<file path="config.mk">
export PLATFORM = sky130hd
export DESIGN_NAME = serial_shift_tx_flat
export DESIGN_NICKNAME = d
export VERILOG_FILES = /design/src/rtl/serial_shift_tx_if.sv /design/src/rtl/serial_shift_tx.sv /design/src/flat_wrapper.sv
export SDC_FILE = /design/constraint.sdc
export NUM_CORES = 1
export LEC_CHECK = 0
export ABC_AREA = 0
export BUFFER_PORTS_ARGS = -buffer_cell sky130_fd_sc_hd__buf_2
export CAP_MARGIN = 20
export CELL_PAD_IN_SITES_DETAIL_PLACEMENT = 1
export CELL_PAD_IN_SITES_GLOBAL_PLACEMENT = 1
export CORE_MARGIN = 2
export CORE_UTILIZATION = 33
export CTS_CLUSTER_SIZE = 24
export DETAILED_ROUTE_END_ITERATION = 8
export GPL_ROUTABILITY_DRIVEN = 1
export PLACE_DENSITY_LB_ADDON = 0.1
export SYNTH_ARGS = -nofsm -noshare
export SYNTH_HDL_FRONTEND = slang
export SYNTH_SLANG_ARGS = --single-unit
export TNS_END_PERCENT = 1
</file>
<file path="constraint.sdc">
create_clock -name clk -period 1.8 [get_ports clk]
set_clock_uncertainty 0.1 [all_clocks]
set_input_delay 0 -clock clk [delete_from_list [all_inputs] [get_ports clk]]
set_output_delay 0 -clock clk [all_outputs]
set_load 0.03 [all_outputs]
</file>
<file path="src/rtl/serial_shift_tx_if.sv">
// serial_shift_tx_if: load handshake and serial output bundle of the serial transmitter
interface serial_shift_tx_if #(parameter int WIDTH = 4);
  logic             load_valid;
  logic             load_ready;
  logic [WIDTH-1:0] load_data;
  logic             msb_first;
  logic             shift_en;
  logic             sout;
  logic             sout_valid;
  logic             last;
  logic             busy;
  modport master (
    output load_valid, load_data, msb_first, shift_en,
    input  load_ready, sout, sout_valid, last, busy
  );
  modport slave (
    input  load_valid, load_data, msb_first, shift_en,
    output load_ready, sout, sout_valid, last, busy
  );
endinterface

</file>
<file path="src/rtl/serial_shift_tx.sv">
// serial_shift_tx: parallel-in/serial-out transmitter with valid/ready load and per-word bit order
module serial_shift_tx #(parameter int WIDTH = 4) (
  input logic clk,
  input logic rst_n,
  serial_shift_tx_if.slave bus
);
  localparam int CW = $clog2(WIDTH);
  typedef enum logic {IDLE, SHIFT} state_t;
  state_t           state_q, state_d;
  logic [WIDTH-1:0] shreg_q, shreg_d;
  logic [CW-1:0]    cnt_q, cnt_d;
  logic             dir_q, dir_d;
  logic             shifting, last, done, load_fire, step;
  always_comb begin
    shifting  = state_q == SHIFT;
    last      = shifting && (cnt_q == CW'(WIDTH - 1));
    done      = last && bus.shift_en;
    load_fire = bus.load_valid && (!shifting || done);
    step      = shifting && bus.shift_en && !last;
    state_d   = load_fire ? SHIFT : done ? IDLE : state_q;
    shreg_d   = load_fire ? bus.load_data : step ? (dir_q ? shreg_q << 1 : shreg_q >> 1) : shreg_q;
    cnt_d     = load_fire ? '0 : step ? cnt_q + 1'b1 : cnt_q;
    dir_d     = load_fire ? bus.msb_first : dir_q;
  end
  always_ff @(posedge clk) begin
    if (!rst_n) begin
      state_q <= IDLE;
      shreg_q <= '0;
      cnt_q   <= '0;
      dir_q   <= 1'b0;
    end else begin
      state_q <= state_d;
      shreg_q <= shreg_d;
      cnt_q   <= cnt_d;
      dir_q   <= dir_d;
    end
  end
  assign bus.load_ready = !shifting || done;
  assign bus.sout       = shifting && (dir_q ? shreg_q[WIDTH-1] : shreg_q[0]);
  assign bus.sout_valid = shifting;
  assign bus.busy       = shifting;
  assign bus.last       = last;
endmodule

</file>
<file path="src/flat_wrapper.sv">
// flat-port wrapper written by rule: the top's interface ports become plain ports
module serial_shift_tx_flat 
#(parameter int WIDTH = 4)
  (clk, rst_n, bus_load_valid, bus_load_data, bus_msb_first, bus_shift_en, bus_load_ready, bus_sout, bus_sout_valid, bus_last, bus_busy);
  serial_shift_tx_if #(.WIDTH(WIDTH)) bus_i ();
  input logic clk;
  input logic rst_n;
  input wire logic [$bits(bus_i.load_valid)-1:0] bus_load_valid;
  input wire logic [$bits(bus_i.load_data)-1:0] bus_load_data;
  input wire logic [$bits(bus_i.msb_first)-1:0] bus_msb_first;
  input wire logic [$bits(bus_i.shift_en)-1:0] bus_shift_en;
  output wire logic [$bits(bus_i.load_ready)-1:0] bus_load_ready;
  output wire logic [$bits(bus_i.sout)-1:0] bus_sout;
  output wire logic [$bits(bus_i.sout_valid)-1:0] bus_sout_valid;
  output wire logic [$bits(bus_i.last)-1:0] bus_last;
  output wire logic [$bits(bus_i.busy)-1:0] bus_busy;
  assign bus_i.load_valid = bus_load_valid;
  assign bus_i.load_data = bus_load_data;
  assign bus_i.msb_first = bus_msb_first;
  assign bus_i.shift_en = bus_shift_en;
  assign bus_load_ready = bus_i.load_ready;
  assign bus_sout = bus_i.sout;
  assign bus_sout_valid = bus_i.sout_valid;
  assign bus_last = bus_i.last;
  assign bus_busy = bus_i.busy;
  serial_shift_tx #(.WIDTH(WIDTH)) u_core (.clk(clk), .rst_n(rst_n), .bus(bus_i));
endmodule
</file>
==> results of run 1 <==
## cell usage in the layout, fill, tap and decap left out
master,count
a21bo_2,1
a21boi_0,2
a21boi_1,3
a22oi_1,2
a32oi_1,1
and2_2,2
and2_4,1
buf_2,13
clkbuf_4,3
dfxtp_1,8
dlygate4sd3_1,8
ha_1,1
inv_1,3
mux2_2,2
mux2i_1,2
nand2_1,7
nand2b_1,1
nor2_1,3
nor2b_4,1
o2111a_1,1
o21ai_0,1
o22ai_1,1
xnor2_1,1
## flip-flops by register name, summed over array words and instances (netlist names)
register / cells
u_core.bus.busy: 1
u_core.shreg_q: 4
u_core.dir_q: 1
u_core.cnt_q: 2
## synth_stat cells (all sizes together)
| library cell | number | share of area, % |
|---|---|---|
| a21bo | 1 | 2.3 |
| o21ai | 1 | 1.2 |
| buf | 2 | 4.4 |
| nor2b | 1 | 3.2 |
| dfxtp | 8 | 37 |
| mux2i | 2 | 4.7 |
| o2111a | 1 | 2.6 |
| o22ai | 1 | 1.5 |
| a22oi | 2 | 3.5 |
| a21boi | 5 | 8.7 |
| ha | 1 | 2.9 |
| nor2 | 3 | 2.6 |
| inv | 3 | 2.6 |
| nand2b | 1 | 1.5 |
| xnor2 | 1 | 2.0 |
| and2 | 3 | 5.5 |
| nand2 | 7 | 6.1 |
| a32oi | 1 | 2.0 |
| mux2 | 2 | 5.2 |
## power groups by stage
stage / combinational, uW / sequential [uW] / clock, uW
global placement: 72.1 / 200 / 0
detailed placement: 72.9 / 201 / 0
CTS: 86.9 / 197 / 145
global route: 96.3 / 198 / 150
finish: 86.1 / 197 / 137
floorplan: 51.8 / 201 / 0
## logic make-up after synthesis
logic type               after synthesis  synth area share, %
AO/OA/AOI/OAI                         12                 21.9
XOR/XNOR                               1                 2.04
adder cells (fa/ha/maj)                1                 2.91
buffers and inverters                  5                 7.00
flip-flops                             8                 37.3
multiplexers                           4                 9.91
AND/OR/NAND/NOR                       15                 19.0
## worst max-delay path: cells and delay by family (launching register included)
kind / cells / cell delay, ns
buf+inv: 1 / 0.56
flops: 1 / 0.32
compound gates: 2 / 0.40
fa+ha+maj: 1 / 0.25
## layout make-up
class / count / area (um^2) / share of cell area (%)
clock buffers: 3 / 22.5 / 3.78
repair buffers: 21 / 145 / 24.4
flip-flops and latches: 8 / 160 / 26.9
multi-input cells: 33 / 239 / 40.1
well taps: 14 / 17.5 / 2.94
inverters: 3 / 11.3 / 1.89
## layer usage
layer	share of wire [%]	wire length (um)
met2	47	419
met3	5.9	53
met1	47	424
met5	0	0
met4	0	0
## per-stage QoR
stage	utilization [%]	instances
6_report	51.5	82
5_1_grt	51.5	82
4_1_cts	51.5	82
3_5_place_dp	42.6	71
3_3_place_gp	42.6	71
2_1_floorplan	-	46
## how the worst max path moves through the flow
stage | depth (start not counted) | endpoint | slack (ns)
finish | 4 | u_core.bus.busy$_SDFFE_PN0P_ | 0.12
global placement | 5 | u_core.shreg_q[3]$_SDFFE_PN0P_ | 0.46
detailed placement | 5 | u_core.shreg_q[1]$_SDFFE_PN0P_ | 0.41
CTS | 4 | u_core.bus.busy$_SDFFE_PN0P_ | 0.11
global route | 4 | u_core.bus.busy$_SDFFE_PN0P_ | 0.02
floorplan | 4 | u_core.dir_q$_SDFFE_PN0P_ | 0.35
==> reports/qor_table.md, run 1 <==
| Result | Reported |
| --- | --- |
| # DRC | 0 |
| Startpoint of the worst setup timing path | u_core.cnt_q[0]$_SDFFE_PP0P_ |
| Final antenna-violating net count | 0 |
| Required time of the worst setup path | 1.89 ns |
| Share of the yosys chip area belonging to registers | 37.3% |
| Fill count | 137 |
| Total chip power | 419 uW |
| Source-to-sink clock delay at the later pin of the worst-skew pair | 0.25 ns |
| Met3 Resource Use GR | 5.00% |
| Launch point of the worst hold path | bus_shift_en |
| Worst Setup End Kind | flop |
| Sw frac | 26.3% |
| Clock Root Buffer | clkbuf_4 |
| Gate power share | 20.5% |
| Final clock period utilization by the worst path | 93.5% |
| Arrival time at the worst endpoint | 1.78 ns |
| Hold-critical path depth | 4 |
| Cell internal pwr | 309 uW |
| End of the worst register-to-register path | u_core.bus.busy$_SDFFE_PN0P_ |
| Worst relative slew slack | 76.6% |
| List of cells traversed by the critical path | ha_1, a21bo_2, a21boi_0, dlygate4sd3_1 |
| Post-DR vias/cell | 4.84 |
| Cell area after layout | 596 um^2 |
| H-tree levels | 1 |
| Worst-case setup slack after placement | 0.409 ns |
| Number of buffers added by the clock tree synthesis step | 3 |
| Areal power density over the cells | 704 nW/um^2 |
| Number of placement rows | 12 |
| Number of distinct standard cells referenced by the synthesized netlist | 22 |
| Critical path peak fanout | 4 |
| Endpoints failing hold | 0 |
| R2R Setup Slk | 0.12 ns |
| Peak per-stage delay on the critical path | 0.56 ns |
| Min Tclk post-route | 1.68 ns |
| Synth Area per Inst | 9.33 um^2 |
| Number of global-route vias before repair | 388 |
| Worst-margin pin slew | 0.351 ns |
| First-pass GRT wire length | 1.58 mm |
| Max rail drop VDD | 0.000304 V |
| Total core area | 1160 um^2 |
| Worst R2R Path Depth | 4 |
| Die area | 1600 um^2 |
| Port Buf Inserts | 13 |
| Via Count | 397 |
| Worst hold slack across all endpoints | 0.117 ns |
| Tot GR Track Use | 15.4% |
| Startpoint type of the worst setup path | flop |
| Worst Hold Class | input port to flop |
| Total of endpoints with negative setup slack in the final report | 0 |
| Relative contribution of sequential cells to total power | 46.9% |
| Hold-critical path endpoint | u_core.cnt_q[0]$_SDFFE_PP0P_ |
| Net count after synthesis | 56 |
| RSZ-0062 raised after global routing | false |
| CTS hold repair buffers | 8 |
| Met1 track demand over resource | 17.5% |
| Yosys warns | 0 |
| Chip Height | 40.1 um |
| Global Route met2 Usage | 24.2% |
| Horiz. Die Dim | 40.1 um |
| Crit Reg-Reg Startpoint | u_core.cnt_q[0]$_SDFFE_PP0P_ |
| Post-CTS Setup Repair Bufs | 0 |
| Max Clock Freq | 0.594 GHz |
| Longest Clk Path Bufs | 2 |
| Pin count of the biggest net entering global routing | 8 |
| Portion of total power attributed to the clock network | 32.5% |
| Net switching power | 110 uW |
| Cell area after technology mapping | 429 um^2 |
| Total iterations of the first detailed-routing run | 1 |
| First DRT Iteration DRCs | 0 |
| Final Net Count | 80 |
| Slowest stage cell, crit path | dlygate4sd3_1 |
| Sinks on the clock net | 8 |
| Clock input transition at the sequential cells of the worst setup and hold paths | 0.05 ns |
| Total negative slack | 0 ns |
| Ant diodes | 0 |
| Final Slew Violations | 0 |
| Global-route layer with the greatest usage | met2 |
| Overflow left after global routing | 0 |
| Cells resized by post-CTS repair | 0 |
| Layout overhead on the synthesized area | 38.8% |
| Number of register bits inferred by synthesis | 8 |
| Max Cap Violations | 0 |
| Initial cell density of the core | 37.1% |
| Outcome | complete, no violations |
| Setup slack of the critical path after layout | 0.118 ns |
| Clock tree from TritonCTS | yes |
| Category of the critical setup timing path | flop to flop |
| Estimated wirelength of the detail-placed design | 688 um |
| Total cell area at the placement stage | 493 um^2 |
| Leakage | 0.000268 uW |
| Syn Inst Count | 46 |
| Post-detailed-routing wire length | 896 um |
| Number of antenna violations at the first check in global routing | 0 |
| Wirelength per Cell | 10.9 um |
| Share of cells above drive strength 1 | 33.8% |
| Ports placed on the boundary | 14 |
| RePlAce Congestion | 0.694 |
No activity file was read; power rests on OpenSTA's default activity.
==> inputs of run 2 (changes only) <==
CELL_PAD_IN_SITES_DETAIL_PLACEMENT = unset   (was 1)
CELL_PAD_IN_SITES_GLOBAL_PLACEMENT = unset   (was 1)
CORE_AREA = 2 2 39 41   (was unset)
CORE_MARGIN = unset   (was 2)
CORE_UTILIZATION = unset   (was 33)
DIE_AREA = 0 0 41 43   (was unset)
PLACE_DENSITY_LB_ADDON = unset   (was 0.1)
==> reports/qor_table.md, run 2 (synthesis results as in run 1) <==
| Result | Reported | vs previous |
| --- | --- | --- |
| Outcome | complete, no violations |  |
| Number of placement rows | 14 | +2 |
| Longest Clk Path Bufs | 2 | unchanged |
| Worst-margin pin slew | 0.328 ns | -0.0233 ns |
| Cell internal pwr | 309 uW | about the same |
| Arrival time at the worst endpoint | 1.78 ns | about the same |
| Ant diodes | 0 | unchanged |
| Startpoint type of the worst setup path | flop |  |
| Critical path peak fanout | 4 | unchanged |
| RePlAce Congestion | 0.701 | +0.99% |
| Max Cap Violations | 0 | unchanged |
| Wirelength per Cell | 10.2 um | -6.4% |
| Number of flip-flops under the largest register name | 4 | unchanged |
| Worst Setup End Kind | flop |  |
| Min Tclk post-route | 1.68 ns | +0.00188 ns |
| Final Non-Filler Cells | 84 | +2.4% |
| Die area | 1760 um^2 | +9.9% |
| Gate power share | 20.6% | about the same |
| Port Buf Inserts | 13 | unchanged |
| Tot GR Track Use | 11.5% | -3.9 points |
| Source-to-sink clock delay at the later pin of the worst-skew pair | 0.25 ns | about the same |
| RSZ-0062 raised after global routing | false |  |
| Clock input transition at the sequential cells of the worst setup and hold paths | 0.05 ns | about the same |
| Final antenna-violating net count | 0 | unchanged |
| Most frequent cells in the layout | buf_2 (13), dlygate4sd3_1 (8), dfxtp_1 (8) |  |
| Startpoint of the worst setup timing path | u_core.cnt_q[0]$_SDFFE_PP0P_ |  |
| Max rail drop VDD | 0.000271 V | -11% |
| Relative contribution of sequential cells to total power | 46.9% | about the same |
| Final clock period utilization by the worst path | 93.6% | +0.10 points |
| First DRT Iteration DRCs | 7 | +7 |
| Endpoints failing hold | 0 | unchanged |
| Via Count | 400 | +0.76% |
| Final Slew Violations | 0 | unchanged |
| Total of endpoints with negative setup slack in the final report | 0 | unchanged |
| Sinks on the clock net | 8 | unchanged |
| Launch point of the worst hold path | bus_shift_en |  |
| Horiz. Die Dim | 41 um | +2.3% |
| Worst Hold Class | input port to flop |  |
| Biggest register | u_core.shreg_q |  |
| First-pass GRT wire length | 1.35 mm | -15% |
| Initial cell density of the core | 31.0% | -6.1 points |
| Net switching power | 110 uW | about the same |
| # DRC | 0 | unchanged |
| Overflow left after global routing | 0 | unchanged |
| Total negative slack | 0 ns | unchanged |
| Leakage | 0.000268 uW | unchanged |
| Ports placed on the boundary | 14 | unchanged |
| Number of antenna violations at the first check in global routing | 0 | unchanged |
| Total core area | 1380 um^2 | +20% |
| Fill count | 150 | +9.5% |
| Required time of the worst setup path | 1.90 ns | about the same |
| Total iterations of the first detailed-routing run | 4 | +3 |
| Worst relative slew slack | 78.1% | +1.6 points |
| Number of buffers added by the clock tree synthesis step | 3 | unchanged |
| Cell area after layout | 598 um^2 | +0.42% |
| Sw frac | 26.3% | about the same |
| Crit Reg-Reg Startpoint | u_core.cnt_q[0]$_SDFFE_PP0P_ |  |
| Areal power density over the cells | 702 nW/um^2 | -0.39% |
| Share of cells above drive strength 1 | 33.8% | unchanged |
| Clock tree from TritonCTS | yes |  |
| Commonest non-fill, non-tap cell in the layout | buf_2 |  |
| Post-detailed-routing wire length | 859 um | -4.1% |
| Category of the critical setup timing path | flop to flop |  |
| Final Net Count | 80 | unchanged |
| Max Clock Freq | 0.594 GHz | -0.11% |
| Post-DR vias/cell | 4.76 | -1.6% |
| Layout overhead on the synthesized area | 39.4% |  |
| Number of global-route vias before repair | 371 | -4.4% |
| Clock Root Buffer | clkbuf_4 |  |
| Cells resized by post-CTS repair | 0 | unchanged |
| Chip Height | 43 um | +7.3% |
| H-tree levels | 1 | unchanged |
| Portion of total power attributed to the clock network | 32.5% | about the same |
| Post-Place Cells | 73 | +2.8% |
| Regs by FF count | u_core.shreg_q: 4 flops, u_core.cnt_q: 2 flops |  |
| Total cell area at the placement stage | 495 um^2 | +0.51% |
| Pin count of the biggest net entering global routing | 8 | unchanged |
-- run 2: cell counts in the layout (fill, tap and decap cells not counted) --
Identical to the previous run, type by type.
-- run 2: timing repair --
item | 4_1_cts | 5_1_grt
endpoints found under the hold margin | 8 | 0
setup buffers | 0 | 0
hold buffers | 8 | 0
-- run 2: per-layer routing --
metal / part of all wire (%) / track usage [%] / vias to the layer above
li1: - / - / 203
met1: 45 / 11.0 / 180
met2: 48 / 19.4 / 15
met3: 5.2 / 1.57 / 2
met4: 1.4 / 10.0 / 0
met5: 0 / 0 / -
-- run 2: path summary, 6_finish.rpt --
kind / to / slack (ns) / cells past startpoint
worst max-delay path: u_core.bus.busy$_SDFFE_PN0P_ / 0.12 / 4
worst min-delay path: u_core.cnt_q[0]$_SDFFE_PP0P_ / 0.1 / 4
worst max register to register: u_core.bus.busy$_SDFFE_PN0P_ / 0.12 / 4
worst min register to register: u_core.cnt_q[1]$_SDFFE_PP0P_ / 0.41 / 2
-- run 2: final cells by class --
class | instances | area (um^2) | area share, %
flip-flops and latches | 8 | 160 | 26.8
well taps | 16 | 20.0 | 3.35
repair buffers | 21 | 145 | 24.3
clock buffers | 3 | 22.5 | 3.77
inverters | 3 | 11.3 | 1.88
multi-input cells | 33 | 239 | 40.0
-- run 2: critical path: stages, from the launching register on --
cell,delay [ns]
dfxtp_1,0.32
ha_1,0.25
a21bo_2,0.25
a21boi_0,0.16
dlygate4sd3_1,0.55
-- run 2: metrics by stage --
step	hold WS, ns	worst slack [ns]	total power [uW]	util (%)
floorplan	0.0349	0.352	253	-
global placement	0.147	0.455	272	35.8
detailed placement	0.150	0.407	273	35.8
CTS	0.0995	0.119	423	43.2
global route	0.128	0.0341	444	43.2
finish	0.0957	0.116	420	43.2
-- run 2: power by group through the flow --
stage                     logic, uW  registers [uW]  clock network, uW
after floorplan                51.8             201                  0
after global placement         72.2             200                  0
after detailed placement       72.5             200                  0
after CTS                      86.5             197                140
after global routing           94.8             198                150
final                          86.4             197                137
==> inputs of run 3 (changes only) <==
--- a/config.mk
+++ b/config.mk
@@ -14,4 +14,5 @@
 export DIE_AREA = 0 0 41 43
 export GPL_ROUTABILITY_DRIVEN = 1
+export MAX_ROUTING_LAYER = met4
 export SYNTH_ARGS = -nofsm -noshare
 export SYNTH_HDL_FRONTEND = slang
==> constraint.sdc (replaced) <==
create_clock -name clk -period 1.8 [get_ports clk]
set_clock_uncertainty 0.1 [all_clocks]
set_input_delay 0.18 -clock clk [delete_from_list [all_inputs] [get_ports clk]]
set_output_delay 0.18 -clock clk [all_outputs]
set_load 0.03 [all_outputs]
==> reports/qor_table.md, run 3 (synthesis results as in run 1) <==
| Result | Reported | vs previous |
| --- | --- | --- |
| CTS hold repair buffers | 0 | -8 |
| Horiz. Die Dim | 41 um | unchanged |
| Category of the critical setup timing path | flop to output port |  |
| Areal power density over the cells | 784 nW/um^2 | +12% |
| Share of cells above drive strength 1 | 38.3% | +4.5 points |
| Peak per-stage delay on the critical path | 0.32 ns | -0.23 ns |
| Outcome | complete, no violations |  |
| Critical path peak fanout | 4 | unchanged |
| Worst relative slew slack | 78.1% | about the same |
| Final Net Count | 72 | -10% |
| Setup slack of the critical path after layout | 0.277 ns | +0.161 ns |
| Max Cap Violations | 0 | unchanged |
| Max rail drop VDD | 0.000256 V | -5.4% |
| Worst Hold Class | input port to flop |  |
| Worst-case setup slack after placement | 0.407 ns | unchanged |
| # DRC | 0 | unchanged |
| Total core area | 1380 um^2 | unchanged |
| Total of endpoints with negative setup slack in the final report | 0 | unchanged |
| Slowest stage cell, crit path | dfxtp_1 |  |
| Arrival time at the worst endpoint | 1.24 ns | -0.54 ns |
| Biggest register | u_core.shreg_q |  |
| Ant diodes | 0 | unchanged |
| Total cell area at the placement stage | 495 um^2 | unchanged |
| Post-detailed-routing wire length | 793 um | -7.7% |
| Worst-margin pin slew | 0.328 ns | -0.000000596 ns |
| Final Slew Violations | 0 | unchanged |
| Commonest non-fill, non-tap cell in the layout | buf_2 |  |
| First-pass GRT wire length | 1.24 mm | -8.2% |
| List of cells traversed by the critical path | ha_1, a21bo_2, buf_2 |  |
| Wirelength per Cell | 10.4 um | +2.0% |
| Port Buf Inserts | 13 | unchanged |
| Worst Setup End Kind | output port |  |
| Endpoints failing hold | 0 | unchanged |
| Max Clock Freq | 0.657 GHz | +11% |
| Number of antenna violations at the first check in global routing | 0 | unchanged |
| Total negative slack | 0 ns | unchanged |
| Clock tree from TritonCTS | yes |  |
| Min Tclk post-route | 1.52 ns | -0.161 ns |
| Longest Clk Path Bufs | 2 | unchanged |
| Via Count | 367 | -8.3% |
| Pin count of the biggest net entering global routing | 8 | unchanged |
| Cell area after layout | 518 um^2 | -13% |
| Number of buffers added by the clock tree synthesis step | 3 | unchanged |
| Startpoint type of the worst setup path | flop |  |
| Post-DR vias/cell | 4.83 | +1.4% |
| Post-CTS Setup Repair Bufs | 0 | unchanged |
| Most frequent cells in the layout | buf_2 (13), dfxtp_1 (8), nand2_1 (7) |  |
| Overflow left after global routing | 0 | unchanged |
| Leakage | 0.000234 uW | -13% |
| Required time of the worst setup path | 1.52 ns | -0.38 ns |
| Worst hold slack across all endpoints | 0.0610 ns | -0.0347 ns |
| Initial cell density of the core | 31.0% | unchanged |
| Fill count | 154 | +2.7% |
| Final clock period utilization by the worst path | 84.6% | -9.0 points |
| Ports placed on the boundary | 14 | unchanged |
| Clock input transition at the sequential cells of the worst setup and hold paths | 0.05 ns | about the same |
| First DRT Iteration DRCs | 6 | -1 |
| Die area | 1760 um^2 | unchanged |
| Total iterations of the first detailed-routing run | 3 | -1 |
| Sinks on the clock net | 8 | unchanged |
| Cells resized by post-CTS repair | 0 | unchanged |
| Source-to-sink clock delay at the later pin of the worst-skew pair | 0.25 ns | about the same |
| Layout overhead on the synthesized area | 20.7% |  |
| Critical path buffer and inverter count | 1 | unchanged |
| H-tree levels | 1 | unchanged |
| Number of placement rows | 14 | unchanged |
| RePlAce Congestion | 0.709 | +1.1% |
| Final antenna-violating net count | 0 | unchanged |
| RSZ-0062 raised after global routing | false |  |
| Kind of cell adding the most delay to the critical path | flip-flops |  |
| Chip Height | 43 um | unchanged |
| Number of global-route vias before repair | 333 | -10% |
| Clock Root Buffer | clkbuf_4 |  |
| Tot GR Track Use | 10.8% | -0.64 points |
| Number of flip-flops under the largest register name | 4 | unchanged |
| Regs by FF count | u_core.shreg_q: 4 flops, u_core.cnt_q: 2 flops |  |
[run 3: cell count changes in the layout (fill, tap and decap cells not counted), sizes merged]
cell,change
dlygate4sd3,-8
[run 3: report_power, final]
part	switching (uW)	total, uW	internal, uW
Combinational	38.4	72.3	33.9
Clock	60.9	137	76.3
Sequential	9.02	197	188
[run 3: final cells by class]
class                   count  area (um^2)  share of cell area, %
multi-input cells          33          239                   46.1
flip-flops and latches      8          160                   30.9
repair buffers             13         65.1                   12.6
well taps                  16         20.0                   3.86
inverters                   3         11.3                   2.17
clock buffers               3         22.5                   4.35
[run 3: metrics by stage]
| stage | total power (uW) | instances | utilization, % |
|---|---|---|---|
| floorplan | 253 | 46 | - |
| global placement | 272 | 73 | 35.8 |
| detailed placement | 273 | 73 | 35.8 |
| CTS | 409 | 76 | 37.4 |
| global route | 429 | 76 | 37.4 |
| finish | 406 | 76 | 37.4 |
[run 3: worst min-delay path, stage by stage]
cell	delay, ns
buf_2	0.09
nand2_1	0.05
a21boi_1	0.05
[run 3: path summary, 6_finish.rpt]
path                                                   start                        endpoint  slack, ns  cells past startpoint
worst min register to register  u_core.cnt_q[1]$_SDFFE_PP0P_    u_core.cnt_q[1]$_SDFFE_PP0P_       0.41                      2
worst max register to register  u_core.cnt_q[0]$_SDFFE_PP0P_       u_core.dir_q$_SDFFE_PN0P_       0.41                      5
worst max-delay path            u_core.cnt_q[0]$_SDFFE_PP0P_                  bus_load_ready       0.28                      3
worst min-delay path                        bus_load_data[1]  u_core.shreg_q[1]$_SDFFE_PN0P_       0.06                      3
[run 3: routing by layer]
metal | vias to the layer above | wire length, um | GRT usage (%)
met5 | - | 0 | -
met4 | 0 | 12 | 10.0
met3 | 2 | 39 | 1.57
met2 | 12 | 367 | 16.3
met1 | 165 | 374 | 11.3
li1 | 188 | - | -
